--- config.mk ---
export PLATFORM = sky130hd
export DESIGN_NAME = game_master_fsm_multi_target
export DESIGN_NICKNAME = d
export VERILOG_FILES = /design/src/rtl/game_master_fsm_multi_target.sv
export SDC_FILE = /design/constraint.sdc
export NUM_CORES = 1
export LEC_CHECK = 0
export BUFFER_PORTS_ARGS = -buffer_cell sky130_fd_sc_hd__buf_2
export CAP_MARGIN = 20
export CORE_UTILIZATION = 45
export CTS_BUF_LIST = sky130_fd_sc_hd__clkbuf_2 sky130_fd_sc_hd__clkbuf_4 sky130_fd_sc_hd__clkbuf_8
export CTS_CLUSTER_SIZE = 40
export DETAILED_ROUTE_END_ITERATION = 7
export PLACE_DENSITY = 0.77
export SETUP_SLACK_MARGIN = 0.1
export SLEW_MARGIN = 20
export SYNTH_ARGS = -nofsm -noshare
export SYNTH_HDL_FRONTEND = slang
export SYNTH_SLANG_ARGS = --single-unit
--- constraint.sdc ---
create_clock -name clk -period 4.4 [get_ports clk]
set_clock_uncertainty 0.05 [all_clocks]
set_input_delay 0.66 -clock clk [delete_from_list [all_inputs] [get_ports clk]]
set_output_delay 0.66 -clock clk [all_outputs]
set_load 0.03 [all_outputs]
--- src/rtl/game_master_fsm_multi_target.sv ---
// game_master_fsm_multi_target
// Round sequencer for the shooting game: N_TARGETS target sprites, one bullet
// and one torpedo. It keeps a saturating score and a life counter, decides
// win or loss, and holds a game-over state until the player presses the key
// again. Every output is registered and shows the state of the previous cycle.
//
// Optional feature: define GAME_MASTER_TIMER_EN to end the game when the
// end-of-game timer stops running. Once armed, a stopped timer ends the game
// as a loss.
module game_master_fsm_multi_target #(
  parameter int N_TARGETS   = 3,
  parameter int WIN_SCORE   = 3,
  parameter int START_LIVES = 3,
  parameter int SCORE_W     = $clog2(WIN_SCORE + 1),
  parameter int LIVES_W     = $clog2(START_LIVES + 1)
) (
  input  logic                 clk,
  input  logic                 rst_n,
  input  logic                 launch_key,
  input  logic [N_TARGETS-1:0] target_within_screen,
  input  logic                 bullet_within_screen,
  input  logic                 torpedo_within_screen,
  input  logic                 collision,
  input  logic                 collision_bullet,
  input  logic                 end_of_game_timer_running,
  output logic [N_TARGETS-1:0] target_write_xy,
  output logic [N_TARGETS-1:0] target_write_dxy,
  output logic [N_TARGETS-1:0] target_enable_update,
  output logic                 bullet_write_xy,
  output logic                 bullet_write_dxy,
  output logic                 bullet_enable_update,
  output logic                 torpedo_write_xy,
  output logic                 torpedo_write_dxy,
  output logic                 torpedo_enable_update,
  output logic                 end_of_game_timer_start,
  output logic                 game_over,
  output logic                 game_won,
  output logic [SCORE_W-1:0]   score,
  output logic [LIVES_W-1:0]   n_lifes
);

  typedef enum logic [2:0] {
    START_GAME,
    START_ROUND,
    AIM,
    SHOOT,
    END_ROUND,
    END_GAME
  } state_t;

  localparam logic [SCORE_W-1:0] SCORE_MAX  = SCORE_W'(WIN_SCORE);
  localparam logic [LIVES_W-1:0] LIVES_INIT = LIVES_W'(START_LIVES);

  state_t state;
  logic   launch_q;     // previous launch_key level, for edge detection
  logic   shoot_first;  // high during the first cycle spent in SHOOT
  logic   launch_rise;
  logic   targets_off;
  logic   sprites_off;
  logic   timer_expired;

  assign launch_rise = launch_key & ~launch_q;
  assign targets_off = ~&target_within_screen;
  assign sprites_off = targets_off | ~bullet_within_screen | ~torpedo_within_screen;

`ifdef GAME_MASTER_TIMER_EN
  logic armed;  // set once the timer has been seen running in this game
  assign timer_expired = armed & ~end_of_game_timer_running;
`else
  logic unused_timer_running;
  assign unused_timer_running = end_of_game_timer_running;
  assign timer_expired        = 1'b0;
`endif

  // State sequencing, score/life accounting and registered sprite strobes.
  // NOTE: every register here uses <= so all of them see the pre-edge values
  // of state and counters; mixing in = would make outputs depend on statement order.
  always_ff @(posedge clk or negedge rst_n) begin
    if (!rst_n) begin
      state                   <= START_GAME;
      launch_q                <= 1'b0;
      shoot_first             <= 1'b0;
      score                   <= '0;
      n_lifes                 <= LIVES_INIT;
      game_won                <= 1'b0;
      game_over               <= 1'b0;
      end_of_game_timer_start <= 1'b0;
      target_write_xy         <= '0;
      target_write_dxy        <= '0;
      target_enable_update    <= '0;
      bullet_write_xy         <= 1'b0;
      bullet_write_dxy        <= 1'b0;
      bullet_enable_update    <= 1'b0;
      torpedo_write_xy        <= 1'b0;
      torpedo_write_dxy       <= 1'b0;
      torpedo_enable_update   <= 1'b0;
`ifdef GAME_MASTER_TIMER_EN
      armed                   <= 1'b0;
`endif
    end else begin
      launch_q    <= launch_key;
      shoot_first <= (state == AIM);

      // Outputs decoded from the state occupied this cycle, visible next cycle.
      end_of_game_timer_start <= (state == START_GAME);
      target_write_xy         <= {N_TARGETS{state == START_ROUND}};
      target_write_dxy        <= {N_TARGETS{state == START_ROUND}};
      target_enable_update    <= {N_TARGETS{(state == AIM) || (state == SHOOT)}};
      bullet_write_xy         <= (state == START_ROUND);
      torpedo_write_xy        <= (state == START_ROUND);
      bullet_write_dxy        <= (state == SHOOT) && shoot_first;
      torpedo_write_dxy       <= (state == SHOOT) && shoot_first;
      bullet_enable_update    <= (state == SHOOT);
      torpedo_enable_update   <= (state == SHOOT);
      game_over               <= (state == END_GAME);

`ifdef GAME_MASTER_TIMER_EN
      armed <= (state == START_GAME) ? 1'b0 : (armed | end_of_game_timer_running);
`endif

      case (state)
        START_GAME: begin
          score    <= '0;
          n_lifes  <= LIVES_INIT;
          game_won <= 1'b0;
          state    <= START_ROUND;
        end
        START_ROUND: begin
          if (timer_expired) begin
            game_won <= 1'b0;
            state    <= END_GAME;
          end else begin
            state <= AIM;
          end
        end
        AIM, SHOOT: begin
          // A simultaneous torpedo hit wins over a bullet hit.
          if (collision) begin
            if (n_lifes != '0) n_lifes <= n_lifes - 1'b1;
            state <= END_ROUND;
          end else if (collision_bullet) begin
            if (score != SCORE_MAX) score <= score + 1'b1;
            state <= END_ROUND;
          end else if (timer_expired) begin
            game_won <= 1'b0;
            state    <= END_GAME;
          end else if ((state == AIM) ? targets_off : sprites_off) begin
            state <= END_ROUND;
          end else if ((state == AIM) && launch_rise) begin
            state <= SHOOT;
          end
        end
        END_ROUND: begin
          if (score == SCORE_MAX) begin
            game_won <= 1'b1;
            state    <= END_GAME;
          end else if (n_lifes == '0) begin
            game_won <= 1'b0;
            state    <= END_GAME;
          end else begin
            state <= START_ROUND;
          end
        end
        END_GAME: begin
          if (launch_rise) state <= START_GAME;
        end
        default: state <= START_GAME;
      endcase
    end
  end

endmodule

Word-level counts from Yosys, hierarchy flattened
Index checks and enable logic that the tools add are counted.
{ "classes": {"addsub": 2, "n_eq_ne": 15, "mux": 19, "bitwise": 6, "reduce_logical": 15} }
{ "op_table": {"columns": ["op", "count"], "rows": [
  ["$mux 3", 7],
  ["$pmux 3 s5", 1],
  ["$ne 2x2->1 const B", 7],
  ["$mux 2", 5],
  ["$pmux 2 s2", 2],
  ["$eq 3x2->1 const B", 2],
  ["$eq 3x3->1 const B", 2],
  ["$reduce_and 3->1", 2],
  ["$reduce_bool 2->1", 3],
  ["$ne 5x5->1 const B", 1],
  ["$reduce_and 2->1", 2],
  ["$reduce_and 4->1", 1],
  ["$eq 3x1->1 const B", 1],
  ["$logic_not 3->1", 1],
  ["$mux 1", 3],
  ["$ne 3x3->1 const B", 1],
  ["$not 1->1", 3],
  ["$add 2x1->2 const B", 1],
  ["$eq 2x2->1 const B", 1],
  ["$logic_and 1x1->1", 2],
  ["$logic_not 2->1", 1],
  ["$or 1x1->1", 2],
  ["$pmux 1 s2", 1],
  ["$reduce_or 2->1", 1],
  ["other kinds (4)", 4]
]} }
{ "totals": {"regBits": 17, "input_bits": 11, "output_inout_bits": 22, "wordCells": 70} }

Longest topological paths before layout
Gate-level depths: netlist (run 1).
{ "depth": {"depth_word": 9, "ltp_mapped": 5, "mapped_depth_nobuf": 5} }

Worst setup path before layout (run 1)
No wires, ideal clock.
{ "synth_path": {"kind": "flip-flop to flip-flop", "start": "register score[0]", "end": "register score[0]", "setup_ns": 0.125, "arrival_time_ns": 1.461, "required_time_ns": 4.225, "path_slack_ns": 2.764, "path_stages_with_launch": 5, "path_buffers": 0, "synth_period_minus_slack_ns": 1.636, "path_cell_list": "dfrtp_1 > ha_1 > and4bb_1 > o21a_1 > mux2_4"} }
{ "synth_between": {"elab_chain_cells": 5, "elab_cells_between_ends": 8} }
{ "synth_rtl": {"columns": ["element", "line_no", "text"], "rows": [
  ["from (decl)", "38", "output logic [SCORE_W-1:0] score,"],
  ["from (signal assigned)", "142", "if (score != SCORE_MAX) score <= score + 1'b1;"],
  ["$add 2x1->2", "142", null],
  ["$mux 2", "142", null],
  ["$mux 2", "141", "end else if (collision_bullet) begin"],
  ["$mux 2", "138", "if (collision) begin"],
  ["$pmux 2 s2", "121", "case (state)"]
]} }
Several ways; a longest one is shown, not always the timed one. The select of a mux whose other input is x is not followed.
A chain may end at the register's enable or synchronous reset.

Worst setup path in the final report (run 1)
{ "layout_path": {"start": "register n_lifes[0]", "end": "output n_lifes[0]"} }
{ "layout_rtl": {"columns": ["element", "line_no", "text"], "rows": [
  ["from (decl)", "39", "output logic [LIVES_W-1:0] n_lifes"],
  ["from (signal assigned)", "139", "if (n_lifes != '0) n_lifes <= n_lifes - 1'b1;"]
]} }
No word-level cell between the ends.

==> flow_results.org, run 1 <==
** Detailed routing
- After the first detailed-routing iteration, the DRC count stood at 4.
- Aggregate routed wire length :: about 1300 µm
- Routed via count :: 555
- In this run the remaining antenna-violating nets after routing total 0.
- Wirelength per Cell :: between 10 and 15 µm
- Dividing the detail-routed via count by the number of cells gives roughly 4.7.
- DR pass1 iterations :: 8
- For this run, design rule violations remaining after detail routing come to 1.

** STA
- Adding up every negative setup slack in the final design gives 0 ns.
- The worst pin sits at a relative slew slack of 0.739.
- In the post-route analysis, the smallest setup slack over all paths is between 2 and 3 ns.
- The max-slew violation count is 0.
- Hold Vio Cnt, Final :: 0
- Post-layout minimum cycle time :: around 1.8 ns
- Dividing the final minimum period by the clock period gives 0.401.
- Setup-failing EPs final :: 0
- Setup repair after global routing left no endpoint under its margin.
- For the pin with the worst max-slew slack, the measured transition is between 0.3 and 0.4 ns.
- For this run, the top clock speed supported by timing is between 500 and 600 MHz.

** Placed design
- Routability-driven placement finished with a final weighted congestion of ~0.75.
- Pre-CTS setup slack :: about 2.7 ns
- Port buffer count :: 31
- After detailed placement, the total cell area comes to ~880 µm².
- The wire-length estimate of the detail-placed layout is between 900 and 1000 µm.

** Floorplanning
- From bottom edge to top edge, the die measures between 40 and 50 µm.
- The die covers approximately 2000 µm².
- Number of top-level pins :: 33
- Initial core utilization :: 0.504
- Die outline width :: about 44 µm
- The total area inside the core boundary comes to 1590 µm².
- Core Rows :: 14

** Status
- Status :: complete, but fails checks
- Violated checks :: DRC

** Synth
- Ranked by total cell area, the synthesized netlist is headed by dfrtp_1 44%, buf_4 10%, dfstp_2 6.5%, and4bb_1 3.1%, ha_1 3.1%.
- Post-synth design cell area :: between 800 and 900 µm²
- Syn avg cell area :: around 11 µm²
- Yosys mapped a number of flops with a built-in enable equal to 0.
- The share of the Yosys chip area taken by registers is 0.502.
- The synthesized netlist contains 31 unique library cells.
- The most used flip-flop cell after synthesis is dfrtp_1.
- Counting every net in the synthesized netlist gives 85.
- Synthesis handed over a netlist of between 70 and 80 instances.
- Fraction of post-synthesis cell area in the top cell type by area :: 0.436
- Yosys instantiated no cell more often than dfrtp_1.
- FFs w/ async S/R, synth :: 1.00
- Top cells by instance count after synthesis :: 14 x dfrtp_1, 11 x buf_4, 5 x inv_1
- The biggest area contributor in the post-synthesis netlist is dfrtp_1.
- Flop and latch count out of synthesis :: 16
- For this run, the number of Yosys warnings is 0.

** Power and ir drop
- Power per cell area :: around 760 nW/µm²
- The worst-case IR drop observed on VDD is 0.000370 V.
- In this run the static leakage power is roughly 0.5 nW.

** Layout
- Compared with the post-synthesis result, the final layout area differs by 14.6%.
- The final layout contains 107 nets.
- For this run, the share of the core covered by cells in the final layout is 0.578.
- Share of post-route cells with drive strength above 1 :: 0.452
- The number of antenna diodes in the final layout is 0.
- The finished cells cover 921 µm².

** CTS
- Root buffer cell :: clkbuf_4
- Counting the buffers created by CTS gives 3.
- The clock passes through at most 2 buffers.
- Post-cts repair resize count :: 0
- Number of levels in the clock H-tree :: 1
- Clock Latency Late Sink :: about 0.29 ns
- Clock tree from TritonCTS :: yes
- After clock tree synthesis, the clock-pin slew on the worst setup and hold paths is roughly 0.1 ns.
- Number of buffers inserted by hold repair at cts :: 0
- Clock tree synthesis found a total of 16 sinks.
- The number of setup buffers added after CTS is 0.

** Worst setup path
- By startpoint and endpoint, the worst setup path is classified as reg2out.
- Launching point of the worst reg2reg path :: score[0]
- Buf/Inv on CP :: 1
- Data arrives at the worst endpoint at about 1.1 ns.
- In this run the critical register-to-register path is captured at score[0].
- Delay-heaviest family, CP :: flip-flops
- Along the worst path, the maximum fanout reaches 4.
- Depth of the worst register-to-register path :: 4
- The largest single stage delay on the critical path is ~0.57 ns.
- For flop-to-flop paths, the worst setup slack is approximately 2.8 ns.
- Data on the critical path is required at its endpoint by ~3.7 ns.
- The slowest stage of the critical path is the dfstp_2 cell.
- Crit-path cells :: buf_2
- In this run the worst setup path begins at n_lifes[0].
- Startpoint types :: register
- Crit path capture type :: output pin

** Job
- Max-cap violations in this run came to 0.

** Global route
- Grt total ovfl :: 0
- Across every metal layer, demand over resource in global routing totals 0.155.
- Entering global routing, the biggest net connects 17 pins.
- The via count of the first global-routing pass came to 477.
- The first global-routing pass estimated 2100 µm of wire.
- Antenna violations before repair :: 0

** Hold path
- Hold WC Path Type :: in2async
[where the power goes]
| group | switching, W | internal, W |
|---|---|---|
| clock | 0.0000471 | 0.0000504 |
| sequential | 0.0000625 | 0.000202 |
| combinational | 0.000226 | 0.000116 |
| total | 0.000336 | 0.000368 |
[how the worst max path moves through the flow]
stage / to / cells after the start / slack [ns]
floorplan: score[0] / 4 / 2.76
global placement: score[0] / 4 / 2.73
detailed placement: score[0] / 4 / 2.72
CTS: n_lifes[0] / 1 / 2.62
global route: n_lifes[0] / 1 / 2.58
finish: n_lifes[0] / 1 / 2.64
[through the flow]
stage / std cells / hold WS, ns / total power (W)
after global routing: 117 / 0.233 / 0.000752
final: 117 / 0.211 / 0.000704
after floorplan: 72 / 0.314 / 0.000577
after detailed placement: 113 / 0.416 / 0.000611
after CTS: 117 / 0.220 / 0.000710
after global placement: 113 / 0.415 / 0.000602
[cell type report]
type | instances | area, µm²
Timing Repair Buffer | 31 | 155
Clock buffer | 4 | 36.3
Sequential cell | 16 | 403
Tap cell | 24 | 30.0
Inverter | 6 | 22.5
Fill cell | 145 | 673
Multi-Input combinational cell | 36 | 274
[cells by family after synthesis]
logic type / Yosys count / share of synthesized area
buffers and inverters: 20 / 0.157
multiplexers: 2 / 0.0311
AND/OR/NAND/NOR: 20 / 0.160
AO/OA/AOI/OAI: 12 / 0.118
flip-flops: 16 / 0.502
adder cells (fa/ha/maj): 2 / 0.0311
[metal layers]
layer / up-vias / wire length (µm) / track usage / part of all wire
met2: 25 / 574 / 0.226 / 0.44
met3: 2 / 72 / 0.0367 / 0.055
met1: 250 / 639 / 0.203 / 0.49
met4: 0 / 18 / 0.109 / 0.014
li1: 278 / - / - / -
met5: - / 0 / 0 / 0
[registers in the layout, indices dropped and copies added, names as in the netlist]
register,count
state,3
n_lifes,2
score,2
end_of_game_timer_start,1
game_over,1
game_won,1
launch_q,1
shoot_first,1
target_enable_update,1
torpedo_enable_update,1
torpedo_write_dxy,1
torpedo_write_xy,1
[cells in the final DEF, fill, tap and decap left out, types with 2 or more instances in the layout]
cell	n
a21oi_1	2
clkbuf_4	3
nor3b_1	2
nand2b_1	2
and4bb_1	2
nor2_1	2
nor3_1	4
dfstp_2	2
buf_2	31
o2bb2ai_1	2
nand2_1	3
dfrtp_1	14
ha_1	2
inv_1	5
Note: power is estimated with default switching activity, not from simulation.
==> run 2: changes to the inputs <==
CORE_UTILIZATION = 44   (was 45)
PLACE_DENSITY = 0.79   (was 0.77)
clock period = 1.6 ns   (was 4.4 ns; I/O delays follow)
==> run 2 against run 1 <==
Net effect: the flow now finishes without violations; hold slack got worse by 0.17 ns; non-clock buffer count up 6; register-to-register slack lost 2.7 ns; utilization down 0.60 points; combinational power rose to 3.2 times the previous value; die area is 2.2% higher; final cell count rose by 6.0%; first-iteration DRC count grew to 3.0 times the previous value; sequential share of layout area shrank 2.7 points; clock power grew to 2.7 times the previous value; power rose to 2.9 times the previous value; largest power group unchanged; highest routed layer unchanged.
==> flow_results.org, run 2 (synthesis gave the netlist of run 1 again) <==
** Worst setup path
- The signal on the critical path passes through ha_4 > and4bb_1 > o21a_1 > mux2_4.
- The maximum net fanout on the critical path is 3 (-1).
- Start point of the critical path :: score[1]
- The total buffers and inverters traversed by the critical path was 0 (-1).
- The largest individual stage delay along the critical path comes from the cell dfrtp_2.
- In this run the critical register-to-register path is launched from score[1].
- Highest cell delay on the worst timing path :: 0.44 ns (-0.13 ns)
- The worst setup path is captured at a register.
- Data arrival, critical path :: 1.62 ns (+0.57 ns)
- The cell family contributing the most delay on the critical path is flip-flops.
- Startpoint types :: register
- The data required time at the worst endpoint is 1.73 ns (-1.96 ns).
- Critical Setup Path Class :: reg2reg

** Global route
- The total routing usage reported by global routing is 0.162 (+0.00681).
- The global-route wire length before repair came to 2180 µm (+4.0%).
- The initial antenna violation count came to 0 (unchanged).
- Grt total ovfl :: 0 (unchanged)
- The via count of the first global-routing pass came to 532 (+12%).
- Largest net degree at the start of global routing :: 17 (unchanged)

** Layout
- ANT cells :: 0 (unchanged)
- Area used by multi-input combinational logic :: 289 µm² (+5.5%)
- The register with the most flip-flops in the final layout is state.
- Number of nets at the end of the flow :: 113 (+5.6%)
- The register area was 405 µm² (+0.62%).
- The fraction of final layout cells sized beyond drive strength 1 came to 0.515 (+0.0635).
- The library cell used most frequently in the layout, excluding fill and tap cells, is buf_2.
- Area Overhead vs Synth :: 22.9%
- The flip-flop count of the largest register, all copies and words added is 3 (unchanged).
- Largest registers :: state (3), n_lifes (2), score (2)
- Most used cells in the layout excluding fill and tap cells :: 31 x buf_2, 12 x dfrtp_1, 5 x inv_1, 5 x buf_4, 4 x nor3_1
- Filler cells :: 166 (+14%)

** Detailed routing
- DR pass1 iterations :: 4 (-4)
- The post-detailed-route DRC marker count was 0 (-1).
- The via count of the routed design is 597 (+7.6%).
- The violation count after the first detailed-routing iteration was 12 (+8).
- The mean routed wirelength per cell was 11.2 µm (+0.65%).
- The routed via count divided by cell count was 4.81 (+1.5%).
- The overall routed net length is 1390 µm (+6.7%).
- Number of nets still failing antenna checks after routing :: 0 (unchanged)

** Power and ir drop
- The leakage power total is 0.523 nW (+4.3%).
- Power, Total :: 0.00203 W (+190%)
- Worst IR drop on VDD :: 0.000975 V (+160%)
- Power per cell area :: 2060 nW/µm² (+170%)

** STA
- Worst slew margin relative to its limit :: 0.765 (+0.0262)
- Post-route setup TNS :: 0 ns (unchanged)
- Post-layout minimum cycle time :: 1.50 ns
- Setup-failing EPs final :: 0 (unchanged)
- Dividing the final minimum period by the clock period gives 0.934.
- Transition time of the tightest slew-check pin :: 0.353 ns (-0.0392 ns)
- The final critical-path setup slack was 0.105 ns (-2.53 ns).
- Max Clock Freq :: around 670 MHz
- RSZ-0062 raised after global routing :: true
- The max-slew violation count came to 0 (unchanged).
- The final count of hold timing violations was 0 (unchanged).

** CTS
- Clock Latency Late Sink :: 0.29 ns (about the same)
- Clock tree from TritonCTS :: yes
- Clock slew seen by the registers of the worst setup and hold paths :: 0.09 ns (about the same)
- Root buffer cell :: clkbuf_4
- Clock Path Buffers :: 2 (unchanged)
- The number of CTS-inserted buffers is 3 (unchanged).
- Number of levels in the clock H-tree :: 1 (unchanged)
- CTS Sinks :: 16 (unchanged)

** Floorplanning
- Die Y :: 44.7 µm (+1.1%)
- The width of the die was 44.7 µm (+1.1%).
- Die Outline Area :: 2000 µm² (+2.2%)
- Area of the core :: 1730 µm² (+8.3%)
- Number of top-level pins :: 33 (unchanged)
- Core Rows :: 15 (+1)
- Initial core utilization :: 0.465 (-0.0387)

** Placed design
- Port buffer count :: 31 (unchanged)
- The minimum setup slack after placement was 0.111 ns (-2.61 ns).
- Detailed Place HPWL :: 1030 µm (+7.6%)
- Last weighted congestion value of the routability-driven placer :: 0.844 (+12%)

** Hold path
- The startpoint identified for the worst hold timing path is launch_key.
- Hold WC Path Type :: in2reg

** Job
- Number of maximum-capacitance violations :: 0 (unchanged)

** Status
- The flow ran to the end, and the final reports show no timing, DRC or antenna violations.
-- run 2: what timing repair did --
| action | in CTS | in global routing |
|---|---|---|
| endpoints found under the setup margin | 2 | 3 |
| endpoints found under the hold margin | 14 | 0 |
| buffers inserted | 1 | 2 |
| gates resized for setup | 0 | 1 |
| hold buffers | 1 | 0 |
| pin swaps | 2 | 1 |
-- run 2: final timing paths --
| kind | to | slack, ns | depth (start not counted) |
|---|---|---|---|
| max | score[0] | 0.10 | 4 |
| min | launch_q | 0.04 | 1 |
| max reg2reg | score[0] | 0.10 | 4 |
| min reg2reg | torpedo_write_dxy | 0.45 | 1 |
| max in group asynchronous | n_lifes[1] | 0.87 | 2 |
| min in group asynchronous | torpedo_write_xy | 0.33 | 2 |
-- run 2: layout make-up --
class	count	share of cell area
inverters	6	0.0228
flip-flops and latches	16	0.411
multi-input cells	36	0.293
repair buffers	37	0.205
well taps	25	0.0317
clock buffers	4	0.0368
-- run 2: power by group --
group          leakage (nW)  total, W  switching (W)  internal [W]
sequential            0.201  0.000688       0.000128      0.000560
clock                0.0210  0.000267       0.000128      0.000139
combinational         0.300   0.00108       0.000695      0.000385
-- run 2: per-layer routing --
| metal | routed length, µm | global-route usage | share of wire | up-vias |
|---|---|---|---|---|
| met5 | 0 | 0 | 0 | - |
| met4 | 47 | 0.145 | 0.034 | 0 |
| met3 | 87 | 0.0240 | 0.063 | 4 |
| met2 | 647 | 0.256 | 0.46 | 33 |
| met1 | 609 | 0.191 | 0.44 | 269 |
| li1 | - | - | - | 291 |
-- run 2: through the flow --
stage | cells | hold WS, ns | instance area [µm²] | utilization
finish | 124 | 0.0417 | 987 | 0.572
global placement | 116 | 0.116 | 916 | 0.530
detailed placement | 116 | 0.117 | 916 | 0.530
CTS | 122 | 0.0400 | 970 | 0.562
global route | 124 | 0.0360 | 987 | 0.572
floorplan | 72 | -0.106 | 818 | -
